[src/rtl/pwm_adc_pkg.sv]
// Shared definitions for the PWM-feedback ADC: FSM encoding, conversion
// mode codes and the settle-counter width.
package pwm_adc_pkg;

   typedef enum logic [1:0] {
      ST_IDLE   = 2'd0,
      ST_ARM    = 2'd1,
      ST_SETTLE = 2'd2,
      ST_DONE   = 2'd3
   } adc_state_t;

   localparam logic MODE_RAMP = 1'b0;
   localparam logic MODE_SAR  = 1'b1;

   // Settle count covers 1..15 full PWM periods per duty step.
   localparam int SETTLE_W = 4;

endpackage

[src/rtl/pwm_dac_core.sv]
// PWM DAC core: free-running period counter, duty register that only
// changes at the period boundary, and a registered PWM output.
module pwm_dac_core #(
   parameter int WIDTH = 8
) (
   input  logic             clk_i,
   input  logic             rst_n_i,
   input  logic             duty_load,
   input  logic [WIDTH-1:0] duty_next,
   output logic [WIDTH-1:0] duty,
   output logic             pe,
   output logic             pwm_out
);

   localparam logic [WIDTH-1:0] CNT_MAX = '1;

   logic [WIDTH-1:0] cnt;

   assign pe = (cnt == CNT_MAX);

   // Period counter wraps naturally at 2^WIDTH.
   always_ff @(posedge clk_i or negedge rst_n_i) begin
      if (!rst_n_i) cnt <= '0;
      else          cnt <= cnt + WIDTH'(1);
   end

   // Duty only moves on the last count so every period is a clean single pulse.
   always_ff @(posedge clk_i or negedge rst_n_i) begin
      if (!rst_n_i)              duty <= '0;
      else if (pe && duty_load)  duty <= duty_next;
   end

   // Registered compare keeps pwm_out free of decode glitches.
   always_ff @(posedge clk_i or negedge rst_n_i) begin
      if (!rst_n_i) pwm_out <= 1'b0;
      else          pwm_out <= (cnt < duty);
   end

endmodule

[src/rtl/pwm_sar_adc.sv]
// PWM-feedback ADC top: comparator synchroniser, conversion FSM (ramp or
// SAR) and the PWM DAC that closes the loop through the external RC filter.
//
//   state     | meaning
//   ----------+-------------------------------------------------------------
//   ST_IDLE   | waiting for start_i; mode latched on acceptance
//   ST_ARM    | waiting for the period end to load the initial duty
//   ST_SETTLE | counting settle periods; decides on the last one
//   ST_DONE   | one cycle: sample_valid_o high, result already on sample_o
module pwm_sar_adc
   import pwm_adc_pkg::*;
#(
   parameter int WIDTH          = 8,
   parameter int SETTLE_PERIODS = 2,
   parameter int SYNC_STAGES    = 2
) (
   input  logic             clk_i,
   input  logic             rst_n_i,
   input  logic             cmp_i,
   input  logic             start_i,
   input  logic             mode_i,
   output logic             pwm_out,
   output logic             busy_o,
   output logic [WIDTH-1:0] sample_o,
   output logic             sample_valid_o
);

   localparam int                  BIT_W       = (WIDTH > 1) ? $clog2(WIDTH) : 1;
   localparam logic [WIDTH-1:0]    DUTY_MAX    = '1;
   localparam logic [WIDTH-1:0]    SAR_INIT    = {1'b1, {(WIDTH-1){1'b0}}};
   localparam logic [BIT_W-1:0]    BIT_TOP     = BIT_W'(WIDTH-1);
   localparam logic [SETTLE_W-1:0] SETTLE_LAST = SETTLE_W'(SETTLE_PERIODS-1);

   adc_state_t           state;
   logic                 mode;
   logic [BIT_W-1:0]     bit_idx;
   logic [SETTLE_W-1:0]  settle_cnt;
   logic [SYNC_STAGES-1:0] sync_q;
   logic                 cmp_s;
   logic [WIDTH-1:0]     duty;
   logic                 pe;
   logic                 duty_load;
   logic [WIDTH-1:0]     duty_next;
   logic [WIDTH-1:0]     sar_next;
   logic                 decide;

   genvar g;
   generate
      for (g = 0; g < SYNC_STAGES; g++) begin : g_sync
         if (g == 0) begin : g_first
            // First stage captures the asynchronous comparator.
            always_ff @(posedge clk_i or negedge rst_n_i) begin
               if (!rst_n_i) sync_q[0] <= 1'b0;
               else          sync_q[0] <= cmp_i;
            end
         end else begin : g_next
            // Further stages give metastability time to resolve.
            always_ff @(posedge clk_i or negedge rst_n_i) begin
               if (!rst_n_i) sync_q[g] <= 1'b0;
               else          sync_q[g] <= sync_q[g-1];
            end
         end
      end
   endgenerate

   assign cmp_s  = sync_q[SYNC_STAGES-1];
   assign decide = (state == ST_SETTLE) && (settle_cnt == SETTLE_LAST);

   // Next duty request; the DAC core only honours it on the period end.
   always_comb begin
      duty_load = 1'b0;
      duty_next = duty;
      sar_next  = duty;
      if (!cmp_s)          sar_next[bit_idx]              = 1'b0;
      if (bit_idx != '0)   sar_next[bit_idx - BIT_W'(1)]  = 1'b1;
      case (state)
         ST_ARM: begin
            duty_load = 1'b1;
            duty_next = (mode == MODE_SAR) ? SAR_INIT : '0;
         end
         ST_SETTLE: begin
            if (decide) begin
               if (mode == MODE_RAMP) begin
                  if (cmp_s && (duty != DUTY_MAX)) begin
                     duty_load = 1'b1;
                     duty_next = duty + WIDTH'(1);
                  end
               end else begin
                  duty_load = 1'b1;
                  duty_next = sar_next;
               end
            end
         end
         default: ;
      endcase
   end

   // Conversion sequencer; all status outputs are registered here.
   always_ff @(posedge clk_i or negedge rst_n_i) begin
      if (!rst_n_i) begin
         state          <= ST_IDLE;
         mode           <= MODE_RAMP;
         bit_idx        <= '0;
         settle_cnt     <= '0;
         busy_o         <= 1'b0;
         sample_o       <= '0;
         sample_valid_o <= 1'b0;
      end else begin
         sample_valid_o <= 1'b0;
         case (state)
            ST_IDLE: begin
               if (start_i) begin
                  mode   <= mode_i;
                  busy_o <= 1'b1;
                  state  <= ST_ARM;
               end
            end
            ST_ARM: begin
               if (pe) begin
                  settle_cnt <= '0;
                  bit_idx    <= BIT_TOP;
                  state      <= ST_SETTLE;
               end
            end
            ST_SETTLE: begin
               if (pe) begin
                  if (settle_cnt != SETTLE_LAST) begin
                     settle_cnt <= settle_cnt + SETTLE_W'(1);
                  end else begin
                     settle_cnt <= '0;
                     if (mode == MODE_RAMP) begin
                        // Stop on the first code at or above the input, or saturate.
                        if (!cmp_s || (duty == DUTY_MAX)) begin
                           sample_o       <= duty;
                           sample_valid_o <= 1'b1;
                           state          <= ST_DONE;
                        end
                     end else if (bit_idx != '0) begin
                        bit_idx <= bit_idx - BIT_W'(1);
                     end else begin
                        sample_o       <= sar_next;
                        sample_valid_o <= 1'b1;
                        state          <= ST_DONE;
                     end
                  end
               end
            end
            ST_DONE: begin
               busy_o <= 1'b0;
               state  <= ST_IDLE;
            end
            default: state <= ST_IDLE;
         endcase
      end
   end

   pwm_dac_core #(
      .WIDTH (WIDTH)
   ) u_dac (
      .clk_i     (clk_i),
      .rst_n_i   (rst_n_i),
      .duty_load (duty_load),
      .duty_next (duty_next),
      .duty      (duty),
      .pe        (pe),
      .pwm_out   (pwm_out)
   );

endmodule

[config.mk]
export PLATFORM = sky130hd
export DESIGN_NAME = pwm_sar_adc
export DESIGN_NICKNAME = d
export VERILOG_FILES = /design/src/rtl/pwm_adc_pkg.sv /design/src/rtl/pwm_dac_core.sv /design/src/rtl/pwm_sar_adc.sv
export SDC_FILE = /design/constraint.sdc
export NUM_CORES = 1
export LEC_CHECK = 0
export CAP_MARGIN = 20
export CORE_UTILIZATION = 63
export CTS_CLUSTER_SIZE = 40
export DETAILED_ROUTE_END_ITERATION = 10
export MAX_ROUTING_LAYER = met4
export PLACE_DENSITY = 0.92
export SLEW_MARGIN = 20
export SYNTH_ARGS = -nofsm -noshare
export SYNTH_HDL_FRONTEND = slang
export SYNTH_SLANG_ARGS = --single-unit
export TNS_END_PERCENT = 50
[constraint.sdc]
create_clock -name clk_i -period 3.56 [get_ports clk_i]
set_clock_uncertainty 0.05 [all_clocks]
set_input_delay 0.356 -clock clk_i [delete_from_list [all_inputs] [get_ports clk_i]]
set_output_delay 0.356 -clock clk_i [all_outputs]
set_load 0.02 [all_outputs]
==> reports/qor.yml, run 1 <==
run_status: "finished, final reports clean"
critical_path.slowest_cell: "o311ai_0"
cts_max_level: 2
critPathLaunch: "bit_idx[0]"
dr.first_iter.drc_count: 245
worstPathBufferInverterCount: 1
cp_max_fo: 14
grt_overflow_total: 0
synth.top_cells.by_area: "dfrtp_1, ha_1, nand2_1"
core_area_um2: 3690
synth_edf_count: 0
path_category_of_the_worst_min_delay_check: "in2async"
headroom_to_the_max_slew_limit_pct: 43.6
worst_r2r_startpoint: "bit_idx[0]"
worst_path_most_repeated_cell: "o21ai_0"
timing.critical_path.slowest_cell_delay_ps: 590
syn_inst: 270
ys_warn_count: 0
final.min_clock_period_ps: 2430
ctsRootBufferMaster: "clkbuf_8"
finalSetupTns_ps: 0
critPathKind: "reg2reg"
synth_top_area_cell: "dfrtp_1"
cp_data_arrival_time_ps: 2580
tightestPinTransition_ps: 846
nNetsFinal: 304
clock_sinks: 39
met2RoutedLength_um: 2450
drt.antenna.violating_nets: 0
route.layer.met1.wl_um: 2370
post_cts_hold_buffer_count: 0
timing_hold_violations_final: 0
cts-buffers-inserted: 5
clkTransAtPathRegs_ps: 80
routed-wl-met3_um: 231
synth.cells.most_frequent: "dfrtp_1, nand2_1, o21ai_0"
clock_tree_from_tritoncts: "yes"
finalSetupViolations: 0
route.detailed.wl_per_inst_um: 15.6
worst-endpoint-required_ps: 3710
start_util_pct: 65.9
holdWs_ps: 106
max_cap_violations: 0
syn-cell-area_um2: 2430
worst-path-stages: 7
crit-reg2reg-capture: "sample_o[5]"
place.gp.congestion: 0.937
detailroute.via_count: 2065
final_layout_size_suffix_gt1_share_pct: 6.38
postSynthRegisterBits: 39
reg2reg_depth: 7
detailedPlacementHpwl_um: 3710
cellPowerDensity_nw_per_um2: 293
die-width_um: 64.1
detail_route.vias_per_cell: 6.26
synth_seq_area_share_pct: 40.1
antenna_found_initial: 0
timing.critical_path.max_delay_family: "compound AO/OA/AOI/OAI gates"
final.fill_count: 284
synthArstFlopShare_pct: 100
fin_crit_sh_pct: 68.1
critical_path.endpoint_type: "register"
pin_count: 16
unrepaired_setup_endpoints_after_global_routing: "false"
synth.lib_cells_used.distinct: 54
timing.fmax_mhz: 412
port_buffers: 15
synth_top_flop_cell: "dfrtp_1"
synth.net_count: 293
yosysTopAreaCellShare_pct: 40.1
chipHeight_um: 64.1
grt_max_degree: 40
layout-area-overhead-vs-synth_pct: 10.9
post-synth-top-count-cell: "dfrtp_1"
placementRows: 22
clk_latency_ps: 300
antennaDiodeCount: 0
post_cts_resized: 0
timing.critical_path.from_type: "register"
cts_max_path_buffers: 2
slew_viol_final: 0
drc_errors: 0
finalWirelength_um: 5150
die_area_um2: 4110
largest_voltage_drop_on_the_vdd_net_uv: 270
crit_path_cell_trace: "inv_1 > ha_1 > nor3b_1 > a21oi_1 > o311ai_0 > o21ai_0 > o21ai_0"
post_cts.repair.setup_buffers: 0
first_global_vias: 1956
grt_pass1_wl_um: 8730
static-leakage-power_nw: 1.16
top_signal_layer_used: "met4"
pre_antenna_drt_iters: 4
grt_util_all_layers_pct: 28.2
post_synth.cell_area_avg_um2: 9.00
critical_path.endpoint: "sample_o[5]"
r2r_slack_ps: 1130
worst min-delay path by stage:
stage,startpoint,end,slack [ps],depth (start not counted)
2_1_floorplan,rst_n_i,bit_idx[0],10,0
3_3_place_gp,sync_q[0],cmp_s,280,0
3_5_place_dp,sync_q[0],cmp_s,290,0
4_1_cts,rst_n_i,sample_o[3],140,1
5_1_grt,rst_n_i,u_dac.duty[5],190,1
6_report,rst_n_i,sample_o[3],110,1
layer usage:
layer  track usage [%]  vias to the layer above
met4              9.72                        0
met2              44.0                       54
li1                  -                      999
met1              36.8                     1001
met3              5.54                       11
met5                 -                        -
area by class of cell:
cell class / count / area, um2 / area share [%]
Multi-Input combinational cell: 197 / 1320 / 48.9
Sequential cell: 39 / 976 / 36.2
Timing Repair Buffer: 18 / 168 / 6.22
Clock buffer: 8 / 100 / 3.71
Inverter: 20 / 75.1 / 2.78
Tap cell: 48 / 60.1 / 2.23
metrics by stage:
step / worst slack [ps] / instances / instance area [um2] / total power [mW] / utilization (%)
after floorplan: 1490 / 270 / 2430 / 0.455 / -
after global placement: 1320 / 322 / 2600 / 0.468 / 70.4
after detailed placement: 1190 / 322 / 2600 / 0.469 / 70.4
after CTS: 1170 / 330 / 2700 / 0.796 / 73.1
after global routing: 795 / 330 / 2700 / 0.808 / 73.1
final: 1130 / 330 / 2700 / 0.789 / 73.1
power breakdown:
group,internal [mW],switching [mW],total [mW]
clock network,0.177,0.153,0.329
logic,0.00419,0.00996,0.0142
registers,0.444,0.00130,0.445
cell usage in the layout (no fill, tap or decap), types with 5 or more instances in the layout:
master            n
clkdlybuf4s50_1  14
nand2_1          28
mux2i_1           5
ha_1             18
o21ai_0          21
a21oi_1          11
dfrtp_1          39
inv_1            19
nand3_1          13
nor3_1            7
a31oi_1           6
clkbuf_8          7
o31ai_1           5
nor2_1           15
nand4_1           7
cells by family after synthesis:
logic type               share of synthesized area (%)
AO/OA/AOI/OAI                                     21.3
multiplexers                                      2.99
buffers and inverters                             5.66
adder cells (fa/ha/maj)                           9.26
AND/OR/NAND/NOR                                   18.1
flip-flops                                        40.1
XOR/XNOR                                          2.52
sequential cells by signal, summed over array words and instances (netlist names):
signal and flops:
settle_cnt 4, u_dac.duty 8, bit_idx 3, sync_q 1, state 2, mode 1, busy_o 1, sample_valid_o 1
sample_o 8, u_dac.pwm_out 1, u_dac.cnt 8, cmp_s 1
(Power assumes the default switching activity.)
==> inputs of run 2 (changes only) <==
--- a/config.mk
+++ b/config.mk
@@ -6,11 +6,11 @@
 export NUM_CORES = 1
 export LEC_CHECK = 0
 export CAP_MARGIN = 20
-export CORE_UTILIZATION = 63
+export CORE_UTILIZATION = 59
 export CTS_CLUSTER_SIZE = 40
 export DETAILED_ROUTE_END_ITERATION = 10
 export MAX_ROUTING_LAYER = met4
-export PLACE_DENSITY = 0.92
+export PLACE_DENSITY = 0.88
 export SLEW_MARGIN = 20
 export SYNTH_ARGS = -nofsm -noshare
 export SYNTH_HDL_FRONTEND = slang
==> constraint.sdc (replaced) <==
create_clock -name clk_i -period 2.26 [get_ports clk_i]
set_clock_uncertainty 0.05 [all_clocks]
set_input_delay 0.226 -clock clk_i [delete_from_list [all_inputs] [get_ports clk_i]]
set_output_delay 0.226 -clock clk_i [all_outputs]
set_load 0.02 [all_outputs]
==> run 2 against run 1 <==
  * The run now ends with negative hold slack left
  * Critical path depth up 1
  * Clock-buffer cell count shrank 2
  * Via count grew 2.9%
  * Non-clock buffer count grew 12
  * Cell count increased by 3.6%
  * Critical endpoint is now u_dac.duty[1]
  * Worst hold slack got worse by 120 ps
==> reports/qor.yml, run 2 (synthesized netlist as in run 1, its figures left out) <==
run_status: "finished, violations left"  # was finished, final reports clean
violations: "negative hold slack"
cts_max_path_buffers: 2  # unchanged
first_global_vias: 1932  # was 1956
grt_pass1_wl_um: 8790  # was 8730 um
start_util_pct: 64.0  # was 65.9%
power.share.sequential_pct: 49.7  # was 56.5%
fin_crit_sh_pct: 95.3  # was 68.1%
port_buffers: 15  # unchanged
static-leakage-power_nw: 1.24  # was 1.16 nW
combPwrFrac_pct: 1.6  # was 1.8%
post_cts_hold_buffer_count: 0  # unchanged
grt_util_all_layers_pct: 27.9  # was 28.2%
path_category_of_the_worst_min_delay_check: "in2async"  # unchanged
worst_slack_ps: 107  # was 1130 ps
critical_path.endpoint_type: "register"  # unchanged
holdWs_ps: -16.4  # was 106 ps
crit_path_cell_trace: "inv_2 > ha_2 > and4bb_2 > o211ai_1 > a211oi_4 > buf_12 > or3b_1 > o21ai_1"  # was inv_1 > ha_1 > nor3b_1 > a21oi_1 > o311ai_0 > o21ai_0 > o21ai_0
largest_voltage_drop_on_the_vdd_net_uv: 523  # was 270 uV
clock_sinks: 39  # unchanged
antenna_found_initial: 0  # unchanged
internal-power_mw: 1.15  # was 625 uW
final.min_clock_period_ps: 2150  # was 2430 ps
tightestPinTransition_ps: 851  # was 846 ps
pin_count: 16  # unchanged
sw_frac_of_total_pct: 18.6  # was 20.8%
unrepaired_setup_endpoints_after_global_routing: "false"  # unchanged
dr.first_iter.drc_count: 247  # was 245
finalSetupTns_ps: 0  # unchanged
ctsRootBufferMaster: "clkbuf_8"  # unchanged
cts-buffers-inserted: 5  # unchanged
cp_data_arrival_time_ps: 2330  # was 2580 ps
antennaDiodeCount: 0  # unchanged
drc_errors: 0  # unchanged
worstPathBufferInverterCount: 2  # was 1
grt_max_degree: 40  # unchanged
slew_viol_final: 0  # unchanged
detailroute.via_count: 2124  # was 2065
clkTransAtPathRegs_ps: 80  # about the same
headroom_to_the_max_slew_limit_pct: 43.3  # was 43.6%
place.gp.congestion: 0.923  # was 0.937
drt.antenna.violating_nets: 0  # unchanged
timing.fmax_mhz: 464  # was 412 MHz
timing.critical_path.slowest_cell_delay_ps: 400  # was 590 ps
core_area_um2: 3800  # was 3690 um2
die_area_um2: 4380  # was 4110 um2
final_layout_size_suffix_gt1_share_pct: 10.9  # was 6.38%
finalWirelength_um: 5440  # was 5150 um
post-place-ws_ps: 93.8  # was 1190 ps
placed_instance_area_um2: 2660  # was 2600 um2
clk_latency_ps: 300  # about the same
layout-area-overhead-vs-synth_pct: 16.6  # was 10.9%
finish.utilization_pct: 74.6  # was 73.1%
timing_hold_violations_final: 33  # was 0
pre_antenna_drt_iters: 4  # unchanged
cp_max_fo: 14  # unchanged
chipHeight_um: 66.2  # was 64.1 um
switchingPower_uw: 263  # was 164 uW
reg.largest.list: "sample_o (8), u_dac.cnt (8), u_dac.duty (8)"  # unchanged
worst-endpoint-required_ps: 2430  # was 3710 ps
detail_route.vias_per_cell: 6.21  # was 6.26
mostFrequentLayoutCells: "dfrtp_1, nand2_1, o21ai_0, inv_1, ha_1"  # unchanged
placementRows: 22  # unchanged
report.power.total_mw: 1.41  # was 789 uW
grt_overflow_total: 0  # unchanged
nNetsFinal: 316  # was 304
clock_tree_from_tritoncts: "yes"  # unchanged
cts_max_level: 2  # unchanged
finalSetupViolations: 0  # unchanged
share_clk_of_total_power_pct: 48.7  # was 41.8%
critPathKind: "reg2reg"  # unchanged
post-route-cell-area_um2: 2830  # was 2700 um2
route.detailed.wl_per_inst_um: 15.9  # was 15.6 um
detailedPlacementHpwl_um: 3720  # was 3710 um
cellPowerDensity_nw_per_um2: 498  # was 293 nW/um2
die-width_um: 66.2  # was 64.1 um
max_cap_violations: 0  # unchanged
final_common_cell: "dfrtp_1"  # unchanged
timing.critical_path.from_type: "register"  # unchanged
timing.critical_path.max_delay_family: "simple AND/OR/NAND/NOR gates"  # was compound AO/OA/AOI/OAI gates
critical_path.slowest_cell: "dfrtp_1"  # was o311ai_0
-- run 2: per-stage QoR --
stage,hold WS [ps],instances
2_1_floorplan,-120,270
3_3_place_gp,283,329
3_5_place_dp,294,329
4_1_cts,14.0,337
5_1_grt,59.3,342
6_report,-16.4,342
-- run 2: area by class of cell --
type | instances | area (um2)
timing repair buffer | 30 | 270
inverter | 20 | 75.1
clock inverter | 2 | 60.1
fill | 295 | 965
sequential | 39 | 976
tap | 48 | 60.1
clock buffer | 6 | 72.6
multi-input combinational | 197 | 1320
-- run 2: metal layers --
layer  routed length (um)  global-route usage (%)
met1                 2470                    36.1
met2                 2520                    43.8
met3                  344                    6.21
met4                  104                    8.51
met5                    0                       -
-- run 2: worst reg2reg max path: stages (launching register included) --
cell and delay [ps]:
dfrtp_1 400, inv_2 90, ha_2 200, and4bb_2 290, o211ai_1 150, a211oi_4 310, buf_12 170, or3b_1 340
o21ai_1 80
-- run 2: what timing repair did --
action | CTS | global route
setup endpoints to repair | 0 | 2
setup buffers | 0 | 5
gates resized for setup | 0 | 2
hold endpoints to repair | 0 | 0
-- run 2: power by group through the flow --
| stage | clock, mW | sequential, mW | combinational [mW] |
|---|---|---|---|
| after floorplan | 0 | 0.714 | 0.00273 |
| after global placement | 0 | 0.715 | 0.0231 |
| after detailed placement | 0 | 0.715 | 0.0237 |
| after CTS | 0.697 | 0.701 | 0.0235 |
| after global routing | 0.728 | 0.701 | 0.0264 |
| final | 0.686 | 0.701 | 0.0223 |
-- run 2: final timing paths --
kind	start	to	slack (ps)	depth (start not counted)
setup / recovery	state[0]	u_dac.duty[1]	110	8
hold / removal	rst_n_i	u_dac.duty[7]	-20	1
setup reg to reg	state[0]	u_dac.duty[1]	110	8
hold reg to reg	sync_q[0]	cmp_s	310	0
max in group asynchronous	rst_n_i	settle_cnt[1]	1640	1
min in group clk_i	sync_q[0]	cmp_s	310	0
